## config.mk

```make
export PLATFORM = sky130hd
export DESIGN_NAME = rst_sequencer
export DESIGN_NICKNAME = d
export VERILOG_FILES = /design/src/rtl/rst_sequencer.sv
export SDC_FILE = /design/constraint.sdc
export NUM_CORES = 1
export LEC_CHECK = 0
export BUFFER_PORTS_ARGS = -buffer_cell sky130_fd_sc_hd__buf_2
export CAP_MARGIN = 20
export CORE_UTILIZATION = 52
export DETAILED_ROUTE_END_ITERATION = 10
export GPL_TIMING_DRIVEN = 0
export PLACE_DENSITY = 0.76
export SYNTH_ARGS = -nofsm -noshare
export SYNTH_HDL_FRONTEND = slang
export SYNTH_SLANG_ARGS = --single-unit
```

## constraint.sdc

```tcl
create_clock -name clk_i -period 2.15 [get_ports clk_i]
set_clock_uncertainty 0.1 [all_clocks]
set_input_delay 0.43 -clock clk_i [delete_from_list [all_inputs] [get_ports clk_i]]
set_output_delay 0.43 -clock clk_i [all_outputs]
set_load 0.05 [all_outputs]
```

## src/rtl/rst_sequencer.sv

```systemverilog
// Staged reset controller: stretches the incoming reset, then releases
// bus, peripheral and CPU domains in order; tracks reset cause and count.
module rst_sequencer #(
    parameter int unsigned HOLD_CYCLES = 16,
    parameter int unsigned GAP_CYCLES  = 4
) (
    input  logic       clk_i,
    input  logic       rst_i,
    input  logic       sw_rst_req_i,
    input  logic       wdt_rst_req_i,
    output logic       rst_bus_o,
    output logic       rst_periph_o,
    output logic       rst_cpu_o,
    output logic       done_o,
    output logic [1:0] cause_o,
    output logic [7:0] soft_cnt_o
);

    localparam int unsigned MAX_CYCLES =
        (HOLD_CYCLES > GAP_CYCLES) ? HOLD_CYCLES : GAP_CYCLES;
    localparam int unsigned CW =
        (MAX_CYCLES > 1) ? $clog2(MAX_CYCLES) : 1;
    localparam logic [CW-1:0] HOLD_LAST = CW'(HOLD_CYCLES - 1);
    localparam logic [CW-1:0] GAP_LAST  = CW'(GAP_CYCLES - 1);

    localparam logic [1:0] CAUSE_EXT = 2'b01;
    localparam logic [1:0] CAUSE_SW  = 2'b10;
    localparam logic [1:0] CAUSE_WDT = 2'b11;

    typedef enum logic [1:0] {
        HOLD,
        REL_BUS,
        REL_PERIPH,
        RUN
    } state_t;

    state_t        state, state_n;
    logic [CW-1:0] cnt, cnt_n;
    logic [1:0]    cause, cause_n;
    logic [7:0]    soft_cnt, soft_cnt_n;
    logic          req;

    assign req = sw_rst_req_i | wdt_rst_req_i;

    always_comb begin
        state_n    = state;
        cnt_n      = cnt + CW'(1);
        cause_n    = cause;
        soft_cnt_n = soft_cnt;
        unique case (state)
            HOLD: begin
                if (cnt == HOLD_LAST) begin
                    state_n = REL_BUS;
                    cnt_n   = '0;
                end
            end
            REL_BUS: begin
                if (cnt == GAP_LAST) begin
                    state_n = REL_PERIPH;
                    cnt_n   = '0;
                end
            end
            REL_PERIPH: begin
                if (cnt == GAP_LAST) begin
                    state_n = RUN;
                    cnt_n   = '0;
                end
            end
            RUN: begin
                cnt_n = '0;
                // Requests only count once the CPU is actually running
                if (req) begin
                    state_n = HOLD;
                    cause_n = wdt_rst_req_i ? CAUSE_WDT : CAUSE_SW;
                    if (soft_cnt != 8'hFF) begin
                        soft_cnt_n = soft_cnt + 8'd1;
                    end
                end
            end
        endcase
    end

    always_ff @(posedge clk_i) begin
        if (rst_i) begin
            state        <= HOLD;
            cnt          <= '0;
            cause        <= CAUSE_EXT;
            soft_cnt     <= '0;
            rst_bus_o    <= 1'b1;
            rst_periph_o <= 1'b1;
            rst_cpu_o    <= 1'b1;
            done_o       <= 1'b0;
        end else begin
            state        <= state_n;
            cnt          <= cnt_n;
            cause        <= cause_n;
            soft_cnt     <= soft_cnt_n;
            // Outputs decoded from the next state so they stay pure flops
            rst_bus_o    <= (state_n == HOLD);
            rst_periph_o <= (state_n == HOLD) || (state_n == REL_BUS);
            rst_cpu_o    <= (state_n != RUN);
            done_o       <= (state_n == RUN);
        end
    end

    assign cause_o    = cause;
    assign soft_cnt_o = soft_cnt;

endmodule

```

* Word-level counts from Yosys, hierarchy flattened
Cells that the tools add are included.
** Storage, ports and cells
- Register bits after elaboration :: 20
- Input bits :: 4
- Output and inout bits :: 14
- Logic and storage cells :: 35
** Operators by class
- Add/subtract/negate cells :: 2
- Equality and inequality tests :: 9
- Muxes and demuxes :: 9
- Bitwise logic cells :: 1
- Reductions and logical operators :: 6
** Operators with widths (number)
- case mux 4 bit (3 select lines) :: 1
- adder 8 x 1 -> 8 bit (second input constant) :: 1
- 2-to-1 mux 2 bit :: 4
- 2-to-1 mux 4 bit :: 2
- inequality test 8 bit (second input constant) :: 1
- case mux 2 bit (4 select lines) :: 1
- equality test 2 bit (second input constant) :: 3
- adder 4 x 1 -> 4 bit (second input constant) :: 1
- equality test 2 x 1 -> 1 bit (second input constant) :: 2
- equality test 4 x 2 -> 1 bit (second input constant) :: 1
- equality test 4 bit (second input constant) :: 1
- logical NOT 2 bit :: 2
- AND reduction 3 bit :: 1
- inequality test 2 bit (second input constant) :: 1
- AND reduction 2 bit :: 1
- OR reduction 2 bit :: 1
- logical OR 1 bit :: 1
- 2-to-1 mux 1 bit :: 1
- OR 1 bit :: 1

* Depth between registers and ports, before layout
Gate-level depths: netlist of run 1.
- Depth after elaboration :: 5
- Mapped depth :: 6

* Least setup slack after synthesis of run 1
Ideal clock, no wire load.
- Path type :: register to register
- Start point :: register cnt[0]
- End point :: register done_o
- Setup time :: 0.115 ns
- Arrival time :: 1.582 ns
- Required time :: 1.935 ns
- Setup slack :: 0.353 ns
- Cell stages (with the launch flop) :: 6
- Cells stage by stage :: dfxtp_1 > ha_1 > or3b_1 > a2111oi_2 > o2bb2ai_1 > and2_1
** On the way
- Longest elaborated chain between the ends :: 4
** Ends and longest elaborated chain
- start, declared :: line 38 : logic [CW-1:0] cnt, cnt_n;
- start signal, assigned :: line 95 : cnt <= cnt_n;
- equality test 4 x 2 -> 1 bit or equality test 4 bit (tied branches) :: line 58, 64, 52
- 2-to-1 mux 2 bit (on tied branches) :: line 64, 52, 58
- case mux 2 bit (4 select lines) * :: line 50 : unique case (state)
- equality test 2 bit * :: line 102 : done_o <= (state_n == RUN);
- end signal, assigned :: line 102
- end, declared :: line 14 : output logic done_o,
Mark *: on every way between the ends. The rest lies on a longest branch, timed or not.
A chain may end at the register's enable or synchronous reset.

* Final worst setup path of run 1
Ends and elaborated chain as after synthesis.

==> results of run 1 <==
==> cells by family (layout without fill, tap and decap cells) <==
kind of cell	Yosys count	count (layout)	share of synthesized area (%)
and+or+nand+nor	33	33	19.42
AOI/OAI and AO/OA	26	26	21.08
DFF	20	20	44.38
buffers and inverters	7	28	3.745
adders and majority gates	6	6	8.322
xor gates and xnor gates	2	2	1.942
muxes	1	1	1.110
==> layer usage <==
layer | vias to the layer above | share of wire (%)
met5 | - | 0
met2 | 18 | 40
met4 | 0 | 1.6
li1 | 393 | -
met3 | 4 | 4.1
met1 | 351 | 54
==> worst min-delay path by stage <==
stage	from	endpoint	cells after the start	slack, ns
2_1_floorplan	cnt[0]	cnt[0]	1	0.32
3_3_place_gp	cnt[0]	cnt[0]	1	0.33
3_5_place_dp	cnt[0]	cnt[0]	1	0.35
4_1_cts	wdt_rst_req_i	cause_o[0]	2	0.27
5_1_grt	wdt_rst_req_i	cause_o[0]	2	0.27
6_report	wdt_rst_req_i	cause_o[0]	2	0.28
==> cell usage after synthesis, drive strengths merged, types with 2 or more instances <==
cell / number / area, um^2
and3: 2 / 12.51
nand3: 4 / 20.02
nor2: 9 / 33.78
inv: 5 / 18.77
o311ai: 2 / 17.52
o31ai: 2 / 15.01
a211oi: 3 / 22.52
o21ai: 2 / 10.01
a21oi: 7 / 35.03
nand2: 6 / 22.52
nor2b: 2 / 12.51
dfxtp: 20 / 400.4
and2: 2 / 12.51
ha: 6 / 75.07
==> sequential cells by signal, summed over array words and instances, names as in the netlist <==
register / flops
cause_o: 2
state: 2
soft_cnt_o: 8
rst_periph_o: 1
rst_bus_o: 1
done_o: 1
cnt: 4
rst_cpu_o: 1
==> layout make-up <==
cell class | instances | share of cell area, %
inverters | 5 | 1.771
plain buffers | 2 | 1.417
flip-flops and latches | 20 | 37.78
well taps | 16 | 1.889
multi-input cells | 68 | 44.16
repair buffers | 17 | 8.028
clock buffers | 3 | 2.125
clock inverters | 1 | 2.834
==> power groups by stage <==
stage / Combinational, mW / Sequential [mW] / Clock, mW
after CTS: 0.0270 / 0.378 / 0.313
after floorplan: 0.0181 / 0.386 / 0
final: 0.0268 / 0.378 / 0.306
after global routing: 0.0322 / 0.379 / 0.330
after detailed placement: 0.0269 / 0.387 / 0
after global placement: 0.0255 / 0.386 / 0
==> stage by stage <==
| stage | setup slack (ns) | hold slack, ns | std cells | power (mW) |
|---|---|---|---|---|
| global placement | 0.2458 | 0.3295 | 128 | 0.4118 |
| global route | 0.03034 | 0.2724 | 132 | 0.7408 |
| floorplan | 0.3528 | 0.3178 | 95 | 0.4042 |
| detailed placement | 0.1877 | 0.3473 | 128 | 0.4135 |
| CTS | 0.1503 | 0.2687 | 132 | 0.7185 |
| finish | 0.1449 | 0.2760 | 132 | 0.7112 |
==> results.md, run 1 <==
* Post-synthesis sequential element count at 20
* Clk pwr share at 43.1%
* DRT Wirelength at 1.679 mm
* CTS tree: yes
* Yosys Warn Count at 0
* Switch share at 19.21%
* Tcrit/Tclk final at 93.26%
* Critical Path Sink Type: flop
* Comb pwr share at 3.8%
* Die X at 43.65 um
* Critical path type: reg2reg
* Initial drt markers at 23
* Number of global-route vias before repair at 675
* Fraction of registers with async set/reset at 0%
* Ant. Diodes at 0
* Multi-input gate area at 467.9 um^2
* Die ar. at 1905 um^2
* RSZ-0062 raised after global routing: false
* Fin crit period at 2.005 ns
* Commonest non-fill, non-tap cell in the layout: dfxtp_1
* CP Capture Point: done_o
* Slew HR at 67.23%
* Met1 Track Usage GR at 31.85%
* Hpwl dp at 1.171 mm
* Syn Area/Cell at 9.496 um^2
* Max Cap Viol at 0
* Crit path max-delay family: simple AND/OR/NAND/NOR gates
* Register Area at 400.4 um^2
* First-pass GRT wire length at 2.967 mm
* Share of layout cells above drive strength 1 at 20.69%
* Met2 track demand over resource at 28.66%
* CP arrival at 2.11 ns
* Worst R2R Start: cnt[0]
* Num ports at 18
* Most frequent cells in the layout: dfxtp_1, buf_2, nor2_1, a21oi_1
* Antenna violations before repair at 0
* Slowest-stage cell, CP: or3b_1
* M3 GR Usage at 3.750%
* Largest stage delay, worst path at 0.39 ns
* Nets at 127
* Final Cell Area at 1060 um^2
* Area delta synth->final at 17.48%
* Clock Path Buffers at 2
* DRC at 1
* DRT antenna net count at 0
* CP startpoint: cnt[0]
* Startpoint class of the critical path: flop
* Vias per cell at 5.803
* Final core utilization at 67.98%
* Worst path depth at 5
* Reg2reg path depth at 5
* WL/cell at 12.72 um
* Core Box Area at 1559 um^2
* Worst-path cell chain: ha_1, or3b_1, a2111oi_2, o2bb2ai_1, and2_1
* DR pass1 iterations at 7
* Hold Fails Final Rpt at 0
* Fill count at 139
* Pin count of the biggest net entering global routing at 13
* Leakage power at 0.4363 nW
* Num Clock Sinks at 20
* Reg clk slew, reported paths at 0.12 ns
* Setup TNS at 0 ns
* CTS Root Buffer Type: clkbuf_4
* Net Switching at 0.1366 mW
* Depth of the CTS H-tree at 1
* Worst r2r dst: done_o
* Syn_nets at 105
* Num rows at 14
* Worst R2R Setup Slack at 0.14 ns
* Worst VDD drop at 0.5638 mV
* Final setup viols at 0
* Via count at 766
* Sequential share of the synthesized area at 44.38%
* IO Port Bufs at 17
* Chip height at 43.65 um
* Starting Density at 57.87%
* Critical path fanouts, max at 7
* Total GRT Usage at 20.99%
* Seq pwr share at 53.2%
* Grt peak-use layer: met1
* Outcome: complete, but fails checks
* Count of hold-fix buffers inserted at cts at 0
* Congestion Overflow GR at 0
* Violated checks: design-rule violations
* Worst Max-Slew Pin Slew at 0.4873 ns
* Internal power at 0.5745 mW
* EDFF count, synth at 0
* Post_cts resized at 0
* F_max at 0.4987 GHz
* Cell Area, Synth at 902.1 um^2
* Worst endpoint required time at 2.25 ns
* Post-CTS setup buffer count at 0
* Critical path buffer and inverter count at 0
* Placed cell area at 1007 um^2
* GP Congestion at 0.8302
* Worst skew pair latency at 0.30 ns
* CTS buffer count at 3
* Top_reg_cell synth: dfxtp_1
* Post-synthesis cell count at 95
* Hold WC Path Type: in2reg
* Final Max Tran Viols at 0
* Pwr Density at 671.0 nW/um^2
* Yosys cell types at 37
No activity file was read; power rests on OpenSTA's default activity.
==> inputs of run 2 (changes only) <==
--- a/config.mk
+++ b/config.mk
@@ -5,12 +5,13 @@
 export SDC_FILE = /design/constraint.sdc
 export NUM_CORES = 1
 export LEC_CHECK = 0
+export ABC_AREA = 1
 export BUFFER_PORTS_ARGS = -buffer_cell sky130_fd_sc_hd__buf_2
 export CAP_MARGIN = 20
-export CORE_UTILIZATION = 52
+export CORE_UTILIZATION = 53
 export DETAILED_ROUTE_END_ITERATION = 10
 export GPL_TIMING_DRIVEN = 0
-export PLACE_DENSITY = 0.76
+export PLACE_DENSITY = 0.77
 export SYNTH_ARGS = -nofsm -noshare
 export SYNTH_HDL_FRONTEND = slang
 export SYNTH_SLANG_ARGS = --single-unit
==> results.md, run 2 <==
* Multi-input gate area at 508.0 um^2
* F_max at 0.6221 GHz
* Post-synthesis sequential element count at 20
* Clock Path Buffers at 2
* Most frequent cells in the layout: nand2_1, dfxtp_1, buf_2, inv_1, nor2_1
* Setup TNS at 0 ns
* Hold WC Path Type: in2reg
* Critical Path Sink Type: output pin
* Largest register FFs at 8
* Largest stage delay, worst path at 0.47 ns
* Main combinational cell family by area after synthesis: simple AND/OR/NAND/NOR gates
* First-pass GRT wire length at 3.160 mm
* Yosys cell types at 25
* CTS Root Buffer Type: clkbuf_4
* Tcrit/Tclk final at 74.76%
* Initial drt markers at 13
* Outcome: complete, no violations
* Placed insts at 166
* Synth Area in Simple Gates at 27.24%
* Core Box Area at 1727 um^2
* Depth of the CTS H-tree at 1
* Antenna violations before repair at 0
* Fin crit period at 1.607 ns
* Max Cap Viol at 0
* Count leader, synth: nand2_1
* CTS tree: yes
* EDFF count, synth at 0
* Slowest-stage cell, CP: dfxtp_1
* Vias per cell at 4.906
* Worst VDD drop at 0.8750 mV
* Sequential share of the synthesized area at 40.92%
* DRT antenna net count at 0
* Most common library cells after synthesis: nand2_1, dfxtp_1, inv_1, nor2_1, nand3_1
* Die X at 44.97 um
* Number of global-route vias before repair at 762
* Post_cts resized at 0
* Worst Max-Slew Pin Slew at 0.2863 ns
* Final Max Tran Viols at 0
* Fill count at 175
* Mux cell area share after synthesis at 0%
* WL/cell at 10.88 um
* Pwr Density at 992.4 nW/um^2
* Num rows at 15
* Fin Hold WS at 0.2800 ns
* Final setup viols at 0
* Share of layout cells above drive strength 1 at 24.14%
* DRT Wirelength at 1.849 mm
* Total GRT Usage at 21.55%
* Post-CTS setup buffer count at 0
* CTS buffer count at 3
* CP arrival at 1.08 ns
* Syn_nets at 135
* Congestion Overflow GR at 0
* Post-synthesis compound-gate area fraction at 11.64%
* Num ports at 18
* Die ar. at 2022 um^2
* Crit path max-delay family: flip-flops
* DR pass1 iterations at 4
* Cell taking the most area after synthesis: dfxtp_1
* Top_reg_cell synth: dfxtp_1
* Startpoint class of the critical path: flop
* Critical path buffer and inverter count at 1
* Pin count of the biggest net entering global routing at 12
* GP Congestion at 0.7750
* Syn Area/Cell at 7.828 um^2
* Synth area leaders: dfxtp_1, nand2_1, ha_1, inv_1, nor2_1
* Reg clk slew, reported paths at 0.11 ns
* Critical path fanouts, max at 6
* Fraction of registers with async set/reset at 0%
* Worst endpoint required time at 1.62 ns
* XOR/XNOR Fraction of Synth Area at 5.371%
* Commonest non-fill, non-tap cell in the layout: nand2_1
* Chip height at 44.97 um
* Count of hold-fix buffers inserted at cts at 0
* RSZ-0062 raised after global routing: false
* Critical path type: reg2out
* Worst skew pair latency at 0.29 ns
* Ant. Diodes at 0
* Worst-path cell chain: buf_2
* Area delta synth->final at 15.09%
* Adder-cell area share of the yosys netlist at 7.673%
* Post-synthesis cell count at 125
* DRC at 0
* Starting Density at 56.67%
* Cell Area, Synth at 978.4 um^2
* Register Area at 400.4 um^2
* Slew HR at 80.87%
* Leakage power at 0.5432 nW
* IO Port Bufs at 16
* Yosys Warn Count at 0
* Synth top area share at 40.92%
* Non-Filler Instances at 170
* Num Clock Sinks at 20
* Via count at 834
* Hpwl dp at 1.363 mm
* Nets at 156
* Hold Fails Final Rpt at 0
run 2: cell count changes after synthesis, sizes merged, moves of 3 or more:
cell and delta:
nand2 +23, inv +11, nand3 +7, nor2 +7, a211oi -3, o21ai +3
run 2: logic make-up (layout without fill, tap and decap cells):
group | after synthesis | count (layout)
AND/OR/NAND/NOR | 60 | 60
flip-flops | 20 | 20
buffers and inverters | 18 | 38
AO/OA/AOI/OAI | 15 | 15
adder cells (fa/ha/maj) | 6 | 6
XOR/XNOR | 6 | 6
run 2: power breakdown:
part           internal, mW  total [mW]  switching (mW)
combinational         0.128       0.428           0.300
sequential            0.433       0.474          0.0411
clock                 0.103       0.216           0.113
run 2: per-layer routing:
layer  track usage [%]  part of all wire, %  vias up
met5                 0                    0        -
met3             4.000                  3.9        2
met1             27.36                   47      379
met2             34.49                   48       18
li1                  -                    -      435
met4             11.52                 0.76        0
run 2: cell type report:
cell class	count	area share, %
timing repair buffer	16	7.111
sequential	20	35.56
buffer	1	0.4444
tap	25	2.778
multi-input combinational	87	45.11
clock buffer	4	3.222
inverter	17	5.778
run 2: final timing paths:
check,startpoint,to,slack (ns),cells after the start
max,soft_cnt_o[2],soft_cnt_o[2],0.54,1
min,wdt_rst_req_i,cause_o[0],0.28,3
max reg2reg,state[0],cnt[3],0.54,7
min reg2reg,cause_o[0],cause_o[0],0.35,2
run 2: worst register-to-register path, cell delays in order, from the launching register on:
cell	delay [ns]
dfxtp_1	0.43
inv_1	0.12
ha_1	0.25
inv_1	0.14
nand3_1	0.10
o211ai_1	0.11
o21bai_1	0.19
nor2_1	0.07
run 2: through the flow:
stage	cell area (um^2)	power, mW	setup WS [ns]	utilization [%]
after floorplan	978.4	0.8205	0.3864	-
after CTS	1126	1.125	0.5346	65.22
after global placement	1090	0.8864	0.6214	63.12
after detailed placement	1090	0.9073	0.5886	63.12
after global routing	1126	1.202	0.4136	65.22
final	1126	1.118	0.5426	65.22
==> inputs of run 3 (changes only) <==
--- a/config.mk
+++ b/config.mk
@@ -8,10 +8,10 @@
 export ABC_AREA = 1
 export BUFFER_PORTS_ARGS = -buffer_cell sky130_fd_sc_hd__buf_2
 export CAP_MARGIN = 20
-export CORE_UTILIZATION = 53
+export CORE_UTILIZATION = 48
 export DETAILED_ROUTE_END_ITERATION = 10
 export GPL_TIMING_DRIVEN = 0
-export PLACE_DENSITY = 0.77
+export PLACE_DENSITY = 0.73
 export SYNTH_ARGS = -nofsm -noshare
 export SYNTH_HDL_FRONTEND = slang
 export SYNTH_SLANG_ARGS = --single-unit
==> constraint.sdc (replaced) <==
create_clock -name clk_i -period 1.3 [get_ports clk_i]
set_clock_uncertainty 0.1 [all_clocks]
set_input_delay 0.26 -clock clk_i [delete_from_list [all_inputs] [get_ports clk_i]]
set_output_delay 0.26 -clock clk_i [all_outputs]
set_load 0.05 [all_outputs]
==> results.md, run 3 (synthesis results as in run 2) <==
* Outcome: complete, but fails checks
* Violated checks: negative setup slack
* Leakage power at 0.6653 nW
* Depth of the CTS H-tree at 1
* Non-Filler Instances at 187
* Fin Hold WS at 0.1522 ns
* Critical path fanouts, max at 6
* Final WS setup at -0.1345 ns
* WL/cell at 14.07 um
* Num rows at 15
* Congestion Overflow GR at 0
* GP Congestion at 0.7900
* First-pass GRT wire length at 3.594 mm
* Placed insts at 166
* Fill count at 88
* Num ports at 18
* Metal-1 WL at 1.077 mm
* Top routing layer used: met4
* Clock Path Buffers at 2
* Startpoint class of the critical path: flop
* Area delta synth->final at 58.18%
* Share of layout cells above drive strength 1 at 59.26%
* Largest stage delay, worst path at 0.38 ns
* Register Area at 435.4 um^2
* Worst Max-Slew Pin Slew at 0.2669 ns
* Place WS at -0.2538 ns
* Clk pwr share at 15.5%
* Starting Density at 53.75%
* Pin count of the biggest net entering global routing at 12
* Num Clock Sinks at 20
* CTS buffer count at 3
* Vias per cell at 5.241
* RSZ-0062 raised after global routing: true
* Initial drt markers at 46
* CP arrival at 1.54 ns
* Max Cap Viol at 0
* Worst endpoint required time at 1.41 ns
* Number of global-route vias before repair at 869
* Switch share at 41.65%
* Count of hold-fix buffers inserted at cts at 0
* Via count at 980
* DRC at 0
* Fin crit period at 1.435 ns
* Routed wl met2 at 1.356 mm
* DR pass1 iterations at 4
* Worst skew pair latency at 0.31 ns
* Core Box Area at 1821 um^2
* Critical Path Sink Type: flop
* Comb pwr share at 48.2%
* Worst-path cell chain: ha_4, nand3_4, nor2_4, a21oi_4, clkinv_4, nor2_2, nor2_1
* Placed cell area at 1144 um^2
* CTS tree: yes
* Hold WC Path Type: in2reg
* Slowest-stage cell, CP: dfxtp_4
* Total GRT Usage at 23.38%
* Hold Fails Final Rpt at 0
* DRT Wirelength at 2.632 mm
* Net Switching at 0.9658 mW
* Critical path buffer and inverter count at 1
* Worst VDD drop at 1.359 mV
* Seq pwr share at 36.4%
* Largest register FFs at 8
* Reg clk slew, reported paths at 0.10 ns
* Die X at 47.15 um
* Met3 WL at 153 um
* Nets at 173
* Multi-input gate area at 694.4 um^2
* Crit path max-delay family: flip-flops
* Antenna violations before repair at 0
* Chip height at 47.15 um
* Tcrit/Tclk final at 110.3%
* Critical path type: reg2reg
* Pwr Density at 1498 nW/um^2
* Die ar. at 2223 um^2
* Slew HR at 82.17%
* IO Port Bufs at 16
* Final setup viols at 14
* CTS Root Buffer Type: clkbuf_4
* F_max at 0.6971 GHz
* Final Cell Area at 1548 um^2
* Hpwl dp at 1.406 mm
* Commonest non-fill, non-tap cell in the layout: nand2_1
* Setup TNS at -1.248 ns
* Ant. Diodes at 0
* DRT antenna net count at 0
* Internal power at 1.353 mW
* Final Max Tran Viols at 0
* Most frequent cells in the layout: nand2_1, buf_4, inv_1, nor2_1, buf_6
## run 3: routing by layer
metal  track usage (%)  vias to the layer above
met4             7.429                        0
met2             39.72                       43
li1                  -                      475
met1             26.93                      454
met3             9.231                        8
met5                 0                        -
## run 3: final cells by class
| class | instances | share of cell area [%] |
|---|---|---|
| Buffer | 1 | 0.3234 |
| Clock buffer | 4 | 2.344 |
| Inverter | 17 | 5.093 |
| Multi-Input combinational cell | 87 | 44.87 |
| Sequential cell | 20 | 28.13 |
| Tap cell | 25 | 2.021 |
| Timing Repair Buffer | 33 | 17.22 |
## run 3: worst paths after layout
| path | from | to | slack, ns | depth (start not counted) |
|---|---|---|---|---|
| worst max-delay path | soft_cnt_o[1] | soft_cnt_o[1] | -0.13 | 7 |
| worst min register to register | cause_o[1] | cause_o[1] | 0.39 | 2 |
| worst min-delay path | rst_i | soft_cnt_o[4] | 0.15 | 2 |
| worst max register to register | soft_cnt_o[1] | soft_cnt_o[1] | -0.13 | 7 |
## run 3: repair_timing
item                                    in CTS  in global routing
pin swaps                                   11                 13
endpoints found under the setup margin      23                 24
setup buffers                               10                  7
resized for setup                           30                 39
gates cloned                                 0                  0
## run 3: power by group through the flow
stage          logic [mW]  clock network [mW]  registers (mW)
5_1_grt              1.22               0.397           0.857
6_report             1.12               0.358           0.843
2_1_floorplan       0.451                   0           0.950
3_3_place_gp        0.719                   0           0.796
3_5_place_dp        0.736                   0           0.799
4_1_cts             0.874               0.368           0.833
## run 3: stage by stage
stage / total power [mW] / util [%]
floorplan: 1.401 / -
global placement: 1.515 / 62.82
detailed placement: 1.535 / 62.82
CTS: 2.074 / 74.85
global route: 2.470 / 85.02
finish: 2.319 / 85.02
